## src/rtl/vga_timing_gen.sv

```systemverilog
// vga_timing_gen: raster counters plus sync/blank timing for the VGA output path.
//
// Parameters: H_/V_ ACTIVE, FP, SYNC, BP timing; H_POL/V_POL asserted sync
// level; PIPE_DELAY (0..15) cycles of delay on o_hsync/o_vsync/o_blank.
// Optional feature macro: VGA_PIX_CE_EN (adds pix_ce; everything advances
// only on pix_ce cycles).
//
// Ports:
//   clk          pixel-domain clock
//   rst          synchronous, active-low reset
//   pix_ce       pixel clock enable (VGA_PIX_CE_EN builds only)
//   curr_x       horizontal position, 0..H_TOTAL-1
//   curr_y       vertical position, 0..V_TOTAL-1
//   active       visible-region flag aligned with curr_x/curr_y
//   line_start   pulse on curr_x==0
//   frame_start  pulse on curr_x==0 and curr_y==0
//   o_hsync      hsync delayed by PIPE_DELAY
//   o_vsync      vsync delayed by PIPE_DELAY
//   o_blank      ~active delayed by PIPE_DELAY (1 = blank)

`default_nettype none

module vga_timing_gen #(
   parameter int unsigned H_ACTIVE   = 640,
   parameter int unsigned H_FP       = 16,
   parameter int unsigned H_SYNC     = 96,
   parameter int unsigned H_BP       = 48,
   parameter int unsigned V_ACTIVE   = 480,
   parameter int unsigned V_FP       = 10,
   parameter int unsigned V_SYNC     = 2,
   parameter int unsigned V_BP       = 33,
   parameter bit          H_POL      = 1'b0,
   parameter bit          V_POL      = 1'b0,
   parameter int unsigned PIPE_DELAY = 3
) (
   input  logic        clk,
   input  logic        rst,
`ifdef VGA_PIX_CE_EN
   input  logic        pix_ce,
`endif
   output logic [10:0] curr_x,
   output logic [9:0]  curr_y,
   output logic        active,
   output logic        line_start,
   output logic        frame_start,
   output logic        o_hsync,
   output logic        o_vsync,
   output logic        o_blank
);

   localparam int unsigned X_W      = 11;
   localparam int unsigned Y_W      = 10;
   localparam int unsigned H_TOTAL  = H_ACTIVE + H_FP + H_SYNC + H_BP;
   localparam int unsigned V_TOTAL  = V_ACTIVE + V_FP + V_SYNC + V_BP;
   localparam int unsigned HS_START = H_ACTIVE + H_FP;
   localparam int unsigned HS_END   = HS_START + H_SYNC;
   localparam int unsigned VS_START = V_ACTIVE + V_FP;
   localparam int unsigned VS_END   = VS_START + V_SYNC;

   // Reject timings that do not fit the counter widths.
   if (H_TOTAL > 2048) begin : g_bad_h_total
      $error("vga_timing_gen: H_TOTAL %0d exceeds 2048", H_TOTAL);
   end
   if (V_TOTAL > 1024) begin : g_bad_v_total
      $error("vga_timing_gen: V_TOTAL %0d exceeds 1024", V_TOTAL);
   end
   if (PIPE_DELAY > 15) begin : g_bad_delay
      $error("vga_timing_gen: PIPE_DELAY %0d out of range 0..15", PIPE_DELAY);
   end

   logic           adv_c;
   logic [X_W-1:0] curr_x_q, curr_x_d;
   logic [Y_W-1:0] curr_y_q, curr_y_d;
   logic           x_last_c, y_last_c;
   logic           hs_raw_c, vs_raw_c;
   logic [2:0]     raw_c;

`ifdef VGA_PIX_CE_EN
   assign adv_c = pix_ce;
`else
   assign adv_c = 1'b1;
`endif

   assign x_last_c = (curr_x_q == X_W'(H_TOTAL - 1));
   assign y_last_c = (curr_y_q == Y_W'(V_TOTAL - 1));

   // Raster counter next state: x wraps each line, y steps on the x wrap.
   always_comb begin
      curr_x_d = curr_x_q;
      curr_y_d = curr_y_q;
      if (adv_c) begin
         if (x_last_c) begin
            curr_x_d = '0;
            curr_y_d = y_last_c ? '0 : curr_y_q + Y_W'(1);
         end else begin
            curr_x_d = curr_x_q + X_W'(1);
         end
      end
   end

   // Counter registers; reset drops the position immediately.
   always_ff @(posedge clk) begin
      if (!rst) begin
         curr_x_q <= '0;
         curr_y_q <= '0;
      end else begin
         curr_x_q <= curr_x_d;
         curr_y_q <= curr_y_d;
      end
   end

   assign curr_x = curr_x_q;
   assign curr_y = curr_y_q;

   // Decodes compare at 32 bits so a window end equal to the counter range cannot alias.
   assign active   = (32'(curr_x_q) < H_ACTIVE) && (32'(curr_y_q) < V_ACTIVE);
   assign hs_raw_c = ((32'(curr_x_q) >= HS_START) && (32'(curr_x_q) < HS_END)) ? H_POL : ~H_POL;
   assign vs_raw_c = ((32'(curr_y_q) >= VS_START) && (32'(curr_y_q) < VS_END)) ? V_POL : ~V_POL;
   assign raw_c    = {hs_raw_c, vs_raw_c, ~active};

   assign line_start  = (curr_x_q == '0) & rst & adv_c;
   assign frame_start = line_start & (curr_y_q == '0);

   // Sync/blank delay line keeps pin timing aligned with the pixel pipeline.
   if (PIPE_DELAY == 0) begin : g_no_delay
      assign {o_hsync, o_vsync, o_blank} = raw_c;
   end else begin : g_delay
      logic [2:0] pipe_q [PIPE_DELAY];

      always_ff @(posedge clk) begin
         if (!rst) begin
            for (int unsigned i = 0; i < PIPE_DELAY; i++) begin
               pipe_q[i] <= {~H_POL, ~V_POL, 1'b1};
            end
         end else if (adv_c) begin
            pipe_q[0] <= raw_c;
            for (int unsigned i = 1; i < PIPE_DELAY; i++) begin
               pipe_q[i] <= pipe_q[i-1];
            end
         end
      end

      assign {o_hsync, o_vsync, o_blank} = pipe_q[PIPE_DELAY-1];
   end

endmodule

`default_nettype wire

```

## config.mk

```make
export PLATFORM = sky130hd
export DESIGN_NAME = vga_timing_gen
export DESIGN_NICKNAME = d
export VERILOG_FILES = /design/src/rtl/vga_timing_gen.sv
export SDC_FILE = /design/constraint.sdc
export NUM_CORES = 1
export LEC_CHECK = 0
export BUFFER_PORTS_ARGS = -buffer_cell sky130_fd_sc_hd__buf_2
export CAP_MARGIN = 30
export CORE_MARGIN = 3
export CORE_UTILIZATION = 40
export CTS_CLUSTER_DIAMETER = 60
export DETAILED_ROUTE_END_ITERATION = 12
export GPL_TIMING_DRIVEN = 0
export PLACE_DENSITY_LB_ADDON = 0.3
export SLEW_MARGIN = 0
export SYNTH_ARGS = -nofsm -noshare
export SYNTH_HDL_FRONTEND = slang
export SYNTH_SLANG_ARGS = --single-unit
```

## constraint.sdc

```tcl
create_clock -name clk -period 2.4 [get_ports clk]
set_input_delay 0.12 -clock clk [delete_from_list [all_inputs] [get_ports clk]]
set_output_delay 0.12 -clock clk [all_outputs]
set_load 0.03 [all_outputs]
```

==> impl_results.md, run 1 <==
* Initial Util at 42.4%
* Max Buffers Root-to-Sink at 2
* Most frequent cell after synthesis: dfxtp_1
* Class of the worst hold path: primary input to flop
* RSZ-0062 raised after global routing: false
* Sequential-to-total area share from yosys stat at 45.7%
* Synth area leaders: dfxtp_1 (46%), ha_1 (3.8%), nor2_1 (3.4%), nand4_1 (3.3%), xnor2_1 (3.3%)
* Tcrit/Tclk final at approximately 94%
* Syn_area_per_cell at approximately 9 um^2
* Core ar. at 0.00310 mm^2
* Iter 0 DRT Violations at 34
* FF+latch count, synth at 30
* DP HPWL at approximately 2000 um
* Fillers at 316
* Fin. max-slew vios at 0
* Max Cap Viol at 0
* CP arrival at around 2.5 ns
* Max_slew headroom at around two thirds
* Global-route wire length before repair at 4800 um
* Core Rows at 20
* Critical path fanouts, max at 10
* Max Freq at 0.444 GHz
* R2R Setup Slk at between 0.1 and 0.15 ns
* Crit path time final at 2.25 ns
* Critical Path RT at 2.67 ns
* Worst-path clk slew at 0.10 ns
* Crit path capture type: flop
* CTS sink cnt at 30
* Die ar. at 0.00401 mm^2
* Fraction of layout cells with a size suffix above 1 at 23.1%
* Async SR Flop Fraction at 0%
* Worst Tran Pin Value at 0.512 ns
* WL final at 2780 um
* Post-synthesis cell area at 0.00132 mm^2
* H-tree levels at 2
* Cts bufs inserted at 5
* Cell taking the most area after synthesis: dfxtp_1
* YS warnings at 0
* Post-CTS setup buffer count at 0
* CP startpoint kind: flop
* GP Congestion at about 0.9
* Worst Clk Skew at 0.00848 ns
* Setup TNS at 0 ns
* Post-route DRC at 0
* Vias in the first global route at 1036
* Via Count at 1145
* Mapped Cells at 146
* Cell variety after synth at 33
* Die W at 63.3 um
* Root buf cell: clkbuf_4
* DRT Pass-1 Iters at 4
* Largest net degree at the start of global routing at 11
* Peak VDD IR at 0.000261 V
* WL/cell at ~12 um
* Final setup violation count at 0
* Diode count at 0
* Boundary Pins at 29
* CTS tree: yes
* Antenna Nets Post-Route at 0
* Share of the synthesized area in the top cell type at 45.7%
* Overflow after GRT at 0
* Status: completed
* Height of the die at between 60 and 70 um
* Crit path kind: flop to flop
* LEAKAGE at roughly 0.63 nW
* Power Density at approximately 560 mW/mm^2
* Final core utilization at 50.8%
* Vias per std cell at 5.07
* Post-synth top cells: dfxtp_1 (30), nor2_1 (12), nand2_1 (9)
* Worst skew pair latency at 0.34 ns
* Post-synth EDFFs at 0
* Nets at 187
* IO buf count at 28
* GRT Util Overall at 15.5%
* Final hold vios at 0
* Initial antenna violation count at 0
* Top_reg_cell synth: dfxtp_1
* Synth Net Count at 152
* Post-synthesis to final-layout area growth at 19.8%
kinds of logic after synthesis:
logic type,share of synthesized area (%)
AND/OR/NAND/NOR,31.7
flip-flops,45.7
AO/OA/AOI/OAI,8.47
XOR/XNOR,6.66
buffers and inverters,3.71
adder cells (fa/ha/maj),3.81
where the power goes:
part           leakage [nW]  switching (mW)  total [mW]  internal, mW
logic                 0.350          0.0352      0.0522        0.0170
registers             0.243         0.00629       0.510         0.504
clock network        0.0353           0.175       0.317         0.142
worst paths after layout:
path,from,depth (start not counted),endpoint
setup reg to reg,curr_x[0],6,curr_y[8]
setup / recovery,curr_x[0],6,curr_y[8]
hold reg to reg,g_delay.pipe_q[0][0],1,g_delay.pipe_q[0][3]
hold / removal,rst,2,g_delay.pipe_q[0][8]
stage by stage:
| stage | cells | hold WS (ns) | setup slack, ns | cell area, um^2 | total power, mW |
|---|---|---|---|---|---|
| after global placement | 218 | 0.365 | 0.155 | 1510 | 0.573 |
| after detailed placement | 218 | 0.373 | 0.0998 | 1510 | 0.575 |
| after floorplan | 146 | 0.193 | 0.0401 | 1320 | 0.557 |
| final | 226 | 0.0113 | 0.147 | 1580 | 0.879 |
| after global routing | 226 | 0.0125 | 0.0573 | 1580 | 0.921 |
| after CTS | 226 | 0.00711 | 0.0873 | 1570 | 0.888 |
placed cells by master (no fill, tap or decap), drive strengths merged, types with 6 or more instances in the layout:
cell type  instances
clkbuf            10
a21oi              7
nand2b             6
o21ai              8
buf               30
nor2              12
nand4              7
or3                6
nand3              7
nand2              9
dfxtp             30
layer usage:
layer  global-route usage [%]  part of all wire [%]
met2                     24.1                    48
met5                        0                     0
met3                     6.60                   3.7
met4                     7.82                   1.7
met1                     18.2                    46
flip-flops by register name (all words and copies together) (netlist names):
name            count
curr_x             11
curr_y             10
g_delay.pipe_q      9
final cells by class:
type | instances | area (um^2) | area share (%)
multi-input combinational | 106 | 671 | 42.6
sequential | 30 | 601 | 38.1
timing repair buffer | 28 | 140 | 8.90
clock buffer | 7 | 55.1 | 3.49
tap | 44 | 55.1 | 3.49
buffer | 5 | 30.0 | 1.91
inverter | 5 | 18.8 | 1.19
clock inverter | 1 | 5.00 | 0.318
timing repair:
item | in CTS | in global routing
hold buffers | 0 | 0
setup endpoints to repair | 0 | 10
gates resized for setup | 0 | 1
critical path, cell delays in order (launching register included):
cell and delay [ns]:
dfxtp_1 0.42, ha_1 0.22, nand3_2 0.17, or4_4 0.56
buf_6 0.16, or4_1 0.50, a21oi_1 0.15
Power figures use the tool's default switching activity.
==> run 2, diff against run 1 <==
--- a/config.mk
+++ b/config.mk
@@ -6,7 +6,8 @@
 export NUM_CORES = 1
 export LEC_CHECK = 0
 export BUFFER_PORTS_ARGS = -buffer_cell sky130_fd_sc_hd__buf_2
-export CAP_MARGIN = 30
+export CAP_MARGIN = 20
+export CORE_ASPECT_RATIO = 1.2
 export CORE_MARGIN = 3
 export CORE_UTILIZATION = 40
 export CTS_CLUSTER_DIAMETER = 60
==> impl_results.md, run 2 (same netlist as run 1, synthesis figures left out) <==
* Post-synthesis to final-layout area growth at 20.9%
* CP startpoint kind: flop
* Critical path fanouts, max at 10 (unchanged)
* Height of the die at 68.8 um (+8.6%)
* Tcrit/Tclk final at 92.5% (-1.4 points)
* Cts bufs inserted at 5 (unchanged)
* Critical Path RT at 2.68 ns (about the same)
* Fraction of layout cells with a size suffix above 1 at 23.6% (+0.55 points)
* CTS tree: yes
* Root buf cell: clkbuf_4
* Crit path kind: flop to flop
* Status: completed
* Antenna Nets Post-Route at 0 (unchanged)
* Crit path time final at 2.22 ns (-0.0334 ns)
* DRT Pass-1 Iters at 4 (unchanged)
* Core Rows at 22 (+10%)
* H-tree levels at 2 (unchanged)
* Die ar. at 0.00401 mm^2 (about the same)
* Total internal power at 0.737 mW (+11%)
* WL final at 2830 um (+2.0%)
* Class of the worst hold path: primary input to flop
* Initial Util at 42.3% (-0.10 points)
* Worst Tran Pin Value at 0.483 ns (-0.0286 ns)
* Iter 0 DRT Violations at 27 (-21%)
* Worst-path clk slew at 0.10 ns (about the same)
* Diode count at 0 (unchanged)
* Largest net degree at the start of global routing at 11 (unchanged)
* Max Cap Viol at 0 (unchanged)
* Commonest non-fill, non-tap cell in the layout: dfxtp_1
* Worst skew pair latency at 0.34 ns (about the same)
* Die W at 58.3 um (-7.9%)
* Max Freq at 0.450 GHz (+1.5%)
* Number of flip-flops in the largest register at 11 (unchanged)
* Initial antenna violation count at 0 (unchanged)
* LEAKAGE at 0.640 nW (+1.7%)
* Final hold vios at 0 (unchanged)
* Global-route wire length before repair at 4510 um (-6.0%)
* R2R Setup Slk at 0.18 ns (+0.03 ns)
* Worst Clk Skew at 0.0104 ns (+0.00191 ns)
* GRT Util Overall at 15.2% (-0.36 points)
* Crit path capture type: flop
* Vias per std cell at 5.32 (+4.9%)
* Switching Share at 23.4% (-1.2 points)
* DP HPWL at 1990 um (+0.56%)
* IO buf count at 28 (unchanged)
* Via Count at 1159 (+1.2%)
* Nets at 187 (unchanged)
* CTS sink cnt at 30 (unchanged)
* Commonest non-fill, non-tap cells in the layout: dfxtp_1 (30), buf_2 (28), nor2_1 (12)
* Clock share of power at 41.5% (+5.5 points)
* Net switching power at 0.226 mW (+4.3%)
* Core ar. at 0.00311 mm^2 (+0.24%)
* Boundary Pins at 29 (unchanged)
* Comb pwr share at 5.5% (-0.4 points)
* Vias in the first global route at 967 (-6.7%)
* Max_slew headroom at 67.5% (+1.9 points)
* Setup TNS at 0 ns (unchanged)
* Fin. max-slew vios at 0 (unchanged)
* Post-route DRC at 0 (unchanged)
* Sequential Power Share at 53.0% (-5.1 points)
* WL/cell at 13.0 um (+5.8%)
* Peak VDD IR at 0.000637 V (+140%)
* Worst hold slack at 0.0351 ns (+0.0237 ns)
* Overflow after GRT at 0 (unchanged)
* RSZ-0062 raised after global routing: false
* Max Buffers Root-to-Sink at 2 (unchanged)
* Fillers at 314 (-0.63%)
* CP arrival at 2.50 ns (-0.02 ns)
* Final setup violation count at 0 (unchanged)
* GP Congestion at 0.846 (-3.2%)
* Power Density at 605 mW/mm^2 (+8.5%)
[run 2: stage by stage]
step                util, %  std cells  power, mW  area [um^2]  worst slack (ns)
floorplan                 -        146      0.557         1320            0.0401
global placement       48.2        210      0.573         1500             0.153
detailed placement     48.2        210      0.575         1500             0.132
CTS                    50.7        218      0.975         1580            0.0982
global route           51.1        218      0.997         1590            0.0769
finish                 51.1        218      0.963         1590             0.180
[run 2: worst paths after layout]
| path | from | endpoint | cells after the start |
|---|---|---|---|
| setup / recovery | curr_x[0] | curr_y[8] | 6 |
| hold / removal | rst | g_delay.pipe_q[0][8] | 2 |
| setup reg to reg | curr_x[0] | curr_y[8] | 6 |
| hold reg to reg | g_delay.pipe_q[0][4] | g_delay.pipe_q[0][7] | 1 |
[run 2: worst max-delay path: stages (launching register included)]
cell	delay [ns]
dfxtp_1	0.41
ha_1	0.22
nand3_2	0.17
or4_4	0.56
buf_6	0.16
or4_1	0.50
a21oi_1	0.14
[run 2: final cells by class]
class / instances / area [um^2] / area share, %
Buffer: 5 / 30.0 / 1.89
Clock buffer: 5 / 37.5 / 2.36
Clock inverter: 3 / 40.0 / 2.52
Inverter: 5 / 18.8 / 1.18
Multi-Input combinational cell: 106 / 678 / 42.6
Sequential cell: 30 / 601 / 37.8
Tap cell: 36 / 45.0 / 2.83
Timing Repair Buffer: 28 / 140 / 8.81
[run 2: metal layers]
metal	vias up	global-route usage [%]	wire (um)
met5	-	0	0
met4	0	7.83	57
met3	5	5.59	205
met2	33	22.9	1330
met1	531	18.8	1240
li1	590	-	-
[run 2: repair_timing]
action,4_1_cts,5_1_grt
endpoints found under the setup margin,0,2
resized for setup,0,2
hold buffers,0,0
buffers inserted,0,0
[run 2: power by group through the flow]
stage / logic (mW) / registers, mW / clock network, mW
2_1_floorplan: 0.0265 / 0.531 / 0
3_3_place_gp: 0.0518 / 0.521 / 0
3_5_place_dp: 0.0529 / 0.522 / 0
4_1_cts: 0.0530 / 0.510 / 0.412
5_1_grt: 0.0580 / 0.512 / 0.428
6_report: 0.0531 / 0.510 / 0.399
